`config.mk`:
```
export PLATFORM = sky130hd
export DESIGN_NAME = fb_write_scheduler_flat
export DESIGN_NICKNAME = d
export VERILOG_FILES = /design/src/rtl/fb_write_scheduler_pkg.sv /design/src/rtl/fb_write_scheduler_if.sv /design/src/rtl/fb_write_scheduler_rr_arbiter.sv /design/src/rtl/fb_write_scheduler.sv /design/src/flat_wrapper.sv
export SDC_FILE = /design/constraint.sdc
export NUM_CORES = 1
export LEC_CHECK = 0
export CORE_MARGIN = 2
export CORE_UTILIZATION = 45
export CTS_BUF_LIST = sky130_fd_sc_hd__clkbuf_8
export CTS_CLUSTER_DIAMETER = 50
export DETAILED_ROUTE_END_ITERATION = 8
export PLACE_DENSITY = 0.79
export SYNTH_ARGS = -nofsm -noshare
export SYNTH_HDL_FRONTEND = slang
export SYNTH_SLANG_ARGS = --single-unit
export TNS_END_PERCENT = 50
```
`constraint.sdc`:
```
create_clock -name clk_in -period 2.4 [get_ports clk_in]
set_clock_uncertainty 0.2 [all_clocks]
set_input_delay 0.48 -clock clk_in [delete_from_list [all_inputs] [get_ports clk_in]]
set_output_delay 0.48 -clock clk_in [all_outputs]
set_load 0.01 [all_outputs]
```
`src/rtl/fb_write_scheduler_pkg.sv`:
```
// rtl/fb_write_scheduler_pkg.sv - shared framebuffer widths, scheduler states and default clear color
//   Shared by the pixel stages, the framebuffer and fb_write_scheduler.
//   FB_ADDR_W / FB_COLOR_W : framebuffer address and RGB565 data widths
//   FB_CNT_W               : clear sweep counter width (one bit wider than the address)
//   state_t                : scheduler FSM states
//   CLEAR_COLOR_DEFAULT    : color written by the clear sweep unless overridden
package fb_pkg;

  localparam int FB_ADDR_W  = 16;
  localparam int FB_COLOR_W = 16;
  localparam int FB_CNT_W   = 17;

  typedef enum logic {
    ARB   = 1'b0,
    CLEAR = 1'b1
  } state_t;

  localparam logic [FB_COLOR_W-1:0] CLEAR_COLOR_DEFAULT = 16'h0000;

endpackage

```
`src/rtl/fb_write_scheduler_if.sv`:
```
// rtl/fb_write_scheduler_if.sv - requester/clear/write-port bundle for fb_write_scheduler
//   req_valid_in / req_addr_in / req_color_in : per-requester pixel offer
//   req_ready_out                             : one-hot (or zero) grant back to requesters
//   clear_start_in                            : one-cycle pulse starting a clear sweep
//   clear_busy_out / clear_done_out           : sweep status and final-write pulse
//   we_out / waddr_out / wdata_out            : registered framebuffer write port
//   master = pixel stages + framebuffer side, slave = the scheduler
interface fb_write_scheduler_if
  import fb_pkg::*;
#(
  parameter int NUM_REQ = 2
) ();

  logic [NUM_REQ-1:0]                  req_valid_in;
  logic [NUM_REQ-1:0][FB_ADDR_W-1:0]   req_addr_in;
  logic [NUM_REQ-1:0][FB_COLOR_W-1:0]  req_color_in;
  logic [NUM_REQ-1:0]                  req_ready_out;
  logic                                clear_start_in;
  logic                                clear_busy_out;
  logic                                clear_done_out;
  logic                                we_out;
  logic [FB_ADDR_W-1:0]                waddr_out;
  logic [FB_COLOR_W-1:0]               wdata_out;

  modport master (
    output req_valid_in, req_addr_in, req_color_in, clear_start_in,
    input  req_ready_out, clear_busy_out, clear_done_out, we_out, waddr_out, wdata_out
  );

  modport slave (
    input  req_valid_in, req_addr_in, req_color_in, clear_start_in,
    output req_ready_out, clear_busy_out, clear_done_out, we_out, waddr_out, wdata_out
  );

endinterface

```
`src/rtl/fb_write_scheduler_rr_arbiter.sv`:
```
// rtl/fb_write_scheduler_rr_arbiter.sv - combinational round-robin pick
//   req_in    : request vector
//   ptr_in    : highest-priority index this cycle
//   grant_out : one-hot grant of the first request at or after ptr_in (wrapping), or zero
//   idx_out   : index of the granted request (0 when nothing is granted)
module rr_arbiter #(
  parameter int NUM_REQ = 2,
  parameter int PTR_W   = 1
) (
  input  logic [NUM_REQ-1:0] req_in,
  input  logic [PTR_W-1:0]   ptr_in,
  output logic [NUM_REQ-1:0] grant_out,
  output logic [PTR_W-1:0]   idx_out
);

  logic found;
  int   j;

  always_comb begin
    grant_out = '0;
    idx_out   = '0;
    found     = 1'b0;
    j         = 0;
    for (int k = 0; k < NUM_REQ; k++) begin
      // Scan ptr, ptr+1, ... wrapping once around the vector.
      j = int'(ptr_in) + k;
      if (j >= NUM_REQ) j = j - NUM_REQ;
      if (!found && req_in[j]) begin
        found        = 1'b1;
        grant_out[j] = 1'b1;
        idx_out      = PTR_W'(j);
      end
    end
  end

endmodule

```
`src/rtl/fb_write_scheduler.sv`:
```
// rtl/fb_write_scheduler.sv - shares the framebuffer write port between pixel requesters and a clear sweep
//   clk_in : system clock, everything on posedge
//   rst_in : synchronous active-high reset
//   bus    : fb_write_scheduler_if.slave (requests, grants, clear control, registered write port)
//   Params : NUM_REQ requesters (1..8), FB_DEPTH words (<= 65535), CLEAR_COLOR sweep data
module fb_write_scheduler
  import fb_pkg::*;
#(
  parameter int                    NUM_REQ     = 2,
  parameter int                    FB_DEPTH    = 57600,
  parameter logic [FB_COLOR_W-1:0] CLEAR_COLOR = CLEAR_COLOR_DEFAULT
) (
  input  logic                 clk_in,
  input  logic                 rst_in,
  fb_write_scheduler_if.slave  bus
);

  localparam int                  PTR_W    = (NUM_REQ > 1) ? $clog2(NUM_REQ) : 1;
  localparam logic [FB_CNT_W-1:0] DEPTH_C  = FB_CNT_W'(FB_DEPTH);
  localparam logic [FB_CNT_W-1:0] LAST_C   = FB_CNT_W'(FB_DEPTH - 1);
  localparam logic [PTR_W-1:0]    LAST_IDX = PTR_W'(NUM_REQ - 1);

  state_t                  state;
  logic [PTR_W-1:0]        rr_ptr;
  logic [FB_CNT_W-1:0]     clr_cnt;
  logic                    we_q;
  logic [FB_ADDR_W-1:0]    waddr_q;
  logic [FB_COLOR_W-1:0]   wdata_q;
  logic                    busy_q;
  logic                    done_q;

  logic [NUM_REQ-1:0]      grant;
  logic [PTR_W-1:0]        grant_idx;
  logic [NUM_REQ-1:0]      ready;
  logic                    accept;
  logic [FB_ADDR_W-1:0]    sel_addr;
  logic [FB_COLOR_W-1:0]   sel_color;
  logic                    addr_ok;

  rr_arbiter #(
    .NUM_REQ (NUM_REQ),
    .PTR_W   (PTR_W)
  ) u_arb (
    .req_in    (bus.req_valid_in),
    .ptr_in    (rr_ptr),
    .grant_out (grant),
    .idx_out   (grant_idx)
  );

  // A clear request wins over pixels in the cycle it arrives.
  always_comb begin
    ready = '0;
    if (state == ARB && !bus.clear_start_in) ready = grant;
  end

  assign accept    = |ready;
  assign sel_addr  = bus.req_addr_in[grant_idx];
  assign sel_color = bus.req_color_in[grant_idx];
  assign addr_ok   = {1'b0, sel_addr} < DEPTH_C;

  always_ff @(posedge clk_in) begin
    if (rst_in) begin
      state   <= ARB;
      rr_ptr  <= '0;
      clr_cnt <= '0;
      we_q    <= 1'b0;
      waddr_q <= '0;
      wdata_q <= '0;
      busy_q  <= 1'b0;
      done_q  <= 1'b0;
    end else begin
      unique case (state)
        ARB: begin
          if (bus.clear_start_in) begin
            // First sweep write goes out on the very next cycle.
            state   <= CLEAR;
            clr_cnt <= FB_CNT_W'(1);
            we_q    <= 1'b1;
            waddr_q <= '0;
            wdata_q <= CLEAR_COLOR;
            busy_q  <= 1'b1;
            done_q  <= (LAST_C == '0);
          end else if (accept) begin
            rr_ptr <= (grant_idx == LAST_IDX) ? '0 : grant_idx + PTR_W'(1);
            we_q   <= addr_ok;
            busy_q <= 1'b0;
            done_q <= 1'b0;
            // Out-of-range pixels are consumed but leave the port untouched.
            if (addr_ok) begin
              waddr_q <= sel_addr;
              wdata_q <= sel_color;
            end
          end else begin
            we_q   <= 1'b0;
            busy_q <= 1'b0;
            done_q <= 1'b0;
          end
        end
        CLEAR: begin
          if (clr_cnt == DEPTH_C) begin
            // Tail cycle: the last write is on the port now, so requesters
            // stay blocked one more cycle and arbitration resumes after it.
            state  <= ARB;
            we_q   <= 1'b0;
            busy_q <= 1'b0;
            done_q <= 1'b0;
          end else begin
            clr_cnt <= clr_cnt + FB_CNT_W'(1);
            we_q    <= 1'b1;
            waddr_q <= clr_cnt[FB_ADDR_W-1:0];
            wdata_q <= CLEAR_COLOR;
            busy_q  <= 1'b1;
            done_q  <= (clr_cnt == LAST_C);
          end
        end
        default: state <= ARB;
      endcase
    end
  end

  assign bus.req_ready_out  = ready;
  assign bus.we_out         = we_q;
  assign bus.waddr_out      = waddr_q;
  assign bus.wdata_out      = wdata_q;
  assign bus.clear_busy_out = busy_q;
  assign bus.clear_done_out = done_q;

endmodule

```
`src/flat_wrapper.sv`:
```
// flat-port wrapper written by rule: the top's interface ports become plain ports
module fb_write_scheduler_flat import fb_pkg::*;
#(
  parameter int                    NUM_REQ     = 2,
  parameter int                    FB_DEPTH    = 57600,
  parameter logic [FB_COLOR_W-1:0] CLEAR_COLOR = CLEAR_COLOR_DEFAULT
)
  (clk_in, rst_in, bus_req_valid_in, bus_req_addr_in, bus_req_color_in, bus_clear_start_in, bus_req_ready_out, bus_clear_busy_out, bus_clear_done_out, bus_we_out, bus_waddr_out, bus_wdata_out);
  fb_write_scheduler_if #(.NUM_REQ(NUM_REQ)) bus_i ();
  input  logic clk_in;
  input  logic rst_in;
  input wire logic [$bits(bus_i.req_valid_in)-1:0] bus_req_valid_in;
  input wire logic [$bits(bus_i.req_addr_in)-1:0] bus_req_addr_in;
  input wire logic [$bits(bus_i.req_color_in)-1:0] bus_req_color_in;
  input wire logic [$bits(bus_i.clear_start_in)-1:0] bus_clear_start_in;
  output wire logic [$bits(bus_i.req_ready_out)-1:0] bus_req_ready_out;
  output wire logic [$bits(bus_i.clear_busy_out)-1:0] bus_clear_busy_out;
  output wire logic [$bits(bus_i.clear_done_out)-1:0] bus_clear_done_out;
  output wire logic [$bits(bus_i.we_out)-1:0] bus_we_out;
  output wire logic [$bits(bus_i.waddr_out)-1:0] bus_waddr_out;
  output wire logic [$bits(bus_i.wdata_out)-1:0] bus_wdata_out;
  assign bus_i.req_valid_in = bus_req_valid_in;
  assign bus_i.req_addr_in = bus_req_addr_in;
  assign bus_i.req_color_in = bus_req_color_in;
  assign bus_i.clear_start_in = bus_clear_start_in;
  assign bus_req_ready_out = bus_i.req_ready_out;
  assign bus_clear_busy_out = bus_i.clear_busy_out;
  assign bus_clear_done_out = bus_i.clear_done_out;
  assign bus_we_out = bus_i.we_out;
  assign bus_waddr_out = bus_i.waddr_out;
  assign bus_wdata_out = bus_i.wdata_out;
  fb_write_scheduler #(.NUM_REQ(NUM_REQ), .FB_DEPTH(FB_DEPTH), .CLEAR_COLOR(CLEAR_COLOR)) u_core (.clk_in(clk_in), .rst_in(rst_in), .bus(bus_i));
endmodule
```
==> flow_summary.ini <==
[outcome]
status = completed

[min_path]
worstHoldPathType = register to register
hp-start = u_core.bus.waddr_out[8]$_SDFFE_PP0P_
holdPathStages = 2
whs_endpoint = u_core.bus.waddr_out[8]$_SDFFE_PP0P_

[synth]
ys_types = 46
synth_top_area_cell = dfxtp_1
synth_simple_gate_area_share_pct = 26.8
yosys.area_share.xor_xnor_pct = 1.38
yosysWarnings = 0
synthMuxAreaShare_pct = 17.4
synthesis.area_um2 = 3180
post-synth-top-count-cell = dfxtp_1
synth_commonest_cells = dfxtp_1, nand2_1, nand2b_1
synth_edf_count = 0
yosys-top-cells-area = dfxtp_1, mux2i_1, mux2_2
synth-adder-area-share_pct = 0.786
ys_ff_latch = 53
synth_top_area_share_pct = 33.3
synth_async_sr_flop_share_pct = 0
synth_top_family_by_area = simple AND/OR/NAND/NOR gates
syn-num-nets = 445
yosysSeqAreaShare_pct = 33.3
postSynthAreaPerCell_um2 = 8.51
synth_ff_type = dfxtp_1
synth_compound_area_share_pct = 14.7
postSynthCellCount = 374

[timing]
relSlewSlack_pct = 68.8
period_share_pct = 96.9
hold_ws_ns = 0.277
tightest_slew_ns = 0.462
setup_tns_ns = 0
rsz0062_at_grt = false
drv_slew = 0
hold_viol = 0
fin_crit_ns = 2.33
max_freq_ghz = 0.430
finalSetupViolCount = 0

[clocking]
clkTransAtPathRegs_ns = 0.10
root_buffer = clkbuf_8
cts_tree = done
holdBufCountCts = 0
insertion_delay_ns = 0.32
cts_max_level = 2
max-clock-path-buffers = 2
cts_inserted_buffers = 5
cts_sinks = 53

[global_route]
grt.overflow.total = 0
grt_pass1_vias = 3012
grt_pass1_wl_um = 14000
grt_max_degree = 33
grt_usage_pct = 22.9
antenna_found_initial = 0

[drt]
drc_errors = 0
wl_per_cell_um = 15.4
finalWirelength_um = 9030
drt-initial-drc-count = 142
num_vias = 3080
ant_nets = 0
drt_first_pass_iters = 4
viasPerCell = 5.26

[final_layout]
antenna_cells = 0
nets = 559
area_growth_pct = 43.5
drive_gt1_share_pct = 15.3
post-route-cell-area_um2 = 4570
fillers = 597

[floorplanning]
initial_utilization_pct = 46.6
pin_count = 106
core_um2 = 6830
die_w_um = 88.1
row_count = 30
die_y_um = 88.1
die_area_um2 = 7770

[worst_setup_path]
r2r-end = u_core.clr_cnt[15]$_SDFFE_PP0P_
crit_fanout = 16
startpoint_type = input pin
reg2regPathDepth = 8
critPathRequiredTime_ns = 2.44
path_class = input pin to register
worst-endpoint-arrival_ns = 2.37
r2r-start = u_core.clr_cnt[0]$_SDFFE_PP0P_
endpoint_kind = register
r2r_setup_slack_ns = 0.12

[pwr]
p_int_uw = 1510
power_density_nw_per_um2 = 446
p_sw_share_pct = 26.0
power_frac_clock_pct = 30.6
power_switching_uw = 529
p_leak_uw = 0.00166
power.share.combinational_pct = 23.7
vdd_drop_max_mv = 0.300
pwr-share-seq_pct = 45.7

[place]
place_area_um2 = 4440
globalplace.congestion = 0.896
dpl.hpwl_um = 6910
portBuffers = 105

[job]
maxCapViolCount = 0
## flip-flops by register name, summed over array words and instances, names as in the netlist
signal,count
u_core.rr_ptr,1
u_core.bus.clear_busy_out,1
u_core.bus.clear_done_out,1
u_core.clr_cnt,17
u_core.bus.waddr_out,16
u_core.bus.we_out,1
u_core.bus.wdata_out,16
## power by group through the flow
stage	Clock [uW]	Sequential, uW	Combinational [uW]
finish	624	930	482
global placement	0	949	467
detailed placement	0	950	477
global route	661	934	517
floorplan	0	963	221
CTS	633	930	480
## what timing repair did
action | in CTS | in global routing
buffers inserted | 1 | 0
hold endpoints to repair | 0 | 0
setup endpoints to repair | 21 | 25
resized for setup | 4 | 3
pin swaps | 1 | 2
## how the worst max path moves through the flow
stage                                              start                                     to  slack [ns]  cells past startpoint
after floorplan                      bus_req_addr_in[11]  u_core.bus.waddr_out[11]$_SDFFE_PP0P_        0.11                      7
after global placement               bus_req_addr_in[11]   u_core.bus.wdata_out[6]$_SDFFE_PP0P_       -0.32                      7
after detailed placement             bus_req_addr_in[11]   u_core.bus.wdata_out[6]$_SDFFE_PP0P_       -0.36                      7
after CTS                            bus_req_addr_in[27]   u_core.bus.wdata_out[0]$_SDFFE_PP0P_       0.005                      7
after global routing      u_core.clr_cnt[0]$_SDFFE_PP0P_         u_core.clr_cnt[6]$_SDFFE_PP0P_       0.002                      7
final                                bus_req_addr_in[10]   u_core.bus.wdata_out[0]$_SDFFE_PP0P_        0.07                      7
## kinds of logic after synthesis
logic type / after synthesis
buf+inv: 36
flops: 53
fa+ha+maj: 2
xor+xnor: 5
compound gates: 75
simple gates: 152
mux: 51
## cell usage in the layout, fill, tap and decap left out, drive strengths merged, types with 7 or more instances in the layout
cell type and instances:
nand3 9, mux2 25, dfxtp 53, and2 8, o21bai 10, a21oi 24
buf 31, o21ai 21, clkdlybuf4s50 102, nor2b 7, nand2 33, nand3b 16
nor2 23, mux2i 26, inv 8, nand2b 29
## through the flow
stage	total power, uW	worst slack [ns]	instances	util, %
after floorplan	1180	0.111	374	-
after global placement	1420	-0.322	576	65.0
after detailed placement	1430	-0.364	576	65.0
after CTS	2040	0.00452	585	66.8
after global routing	2110	0.00161	585	66.9
final	2040	0.0742	585	66.9
## critical path, stage by stage
cell	delay (ns)
clkdlybuf4s50_1	0.41
or4_1	0.52
nor2_1	0.11
nor3b_1	0.07
o31a_4	0.42
buf_12	0.19
mux2i_1	0.17
## per-layer routing
layer  share of wire, %  GRT usage (%)  vias up  wire (um)
li1                   -              -     1535          -
met1                 43           30.4     1452       3920
met2                 49           37.8       76       4460
met3                4.9           3.49       17        444
met4                2.2           8.54        0        197
met5                  0              0        -          0
## layout make-up
class / instances / area [um2] / share of cell area [%]
clock buffer: 5 / 68.8 / 1.51
sequential: 53 / 1060 / 23.2
multi-input combinational: 285 / 1950 / 42.7
timing repair buffer: 135 / 1290 / 28.3
inverter: 8 / 30.0 / 0.657
tap: 96 / 120 / 2.63
clock inverter: 3 / 46.3 / 1.01
(Power assumes the default switching activity.)
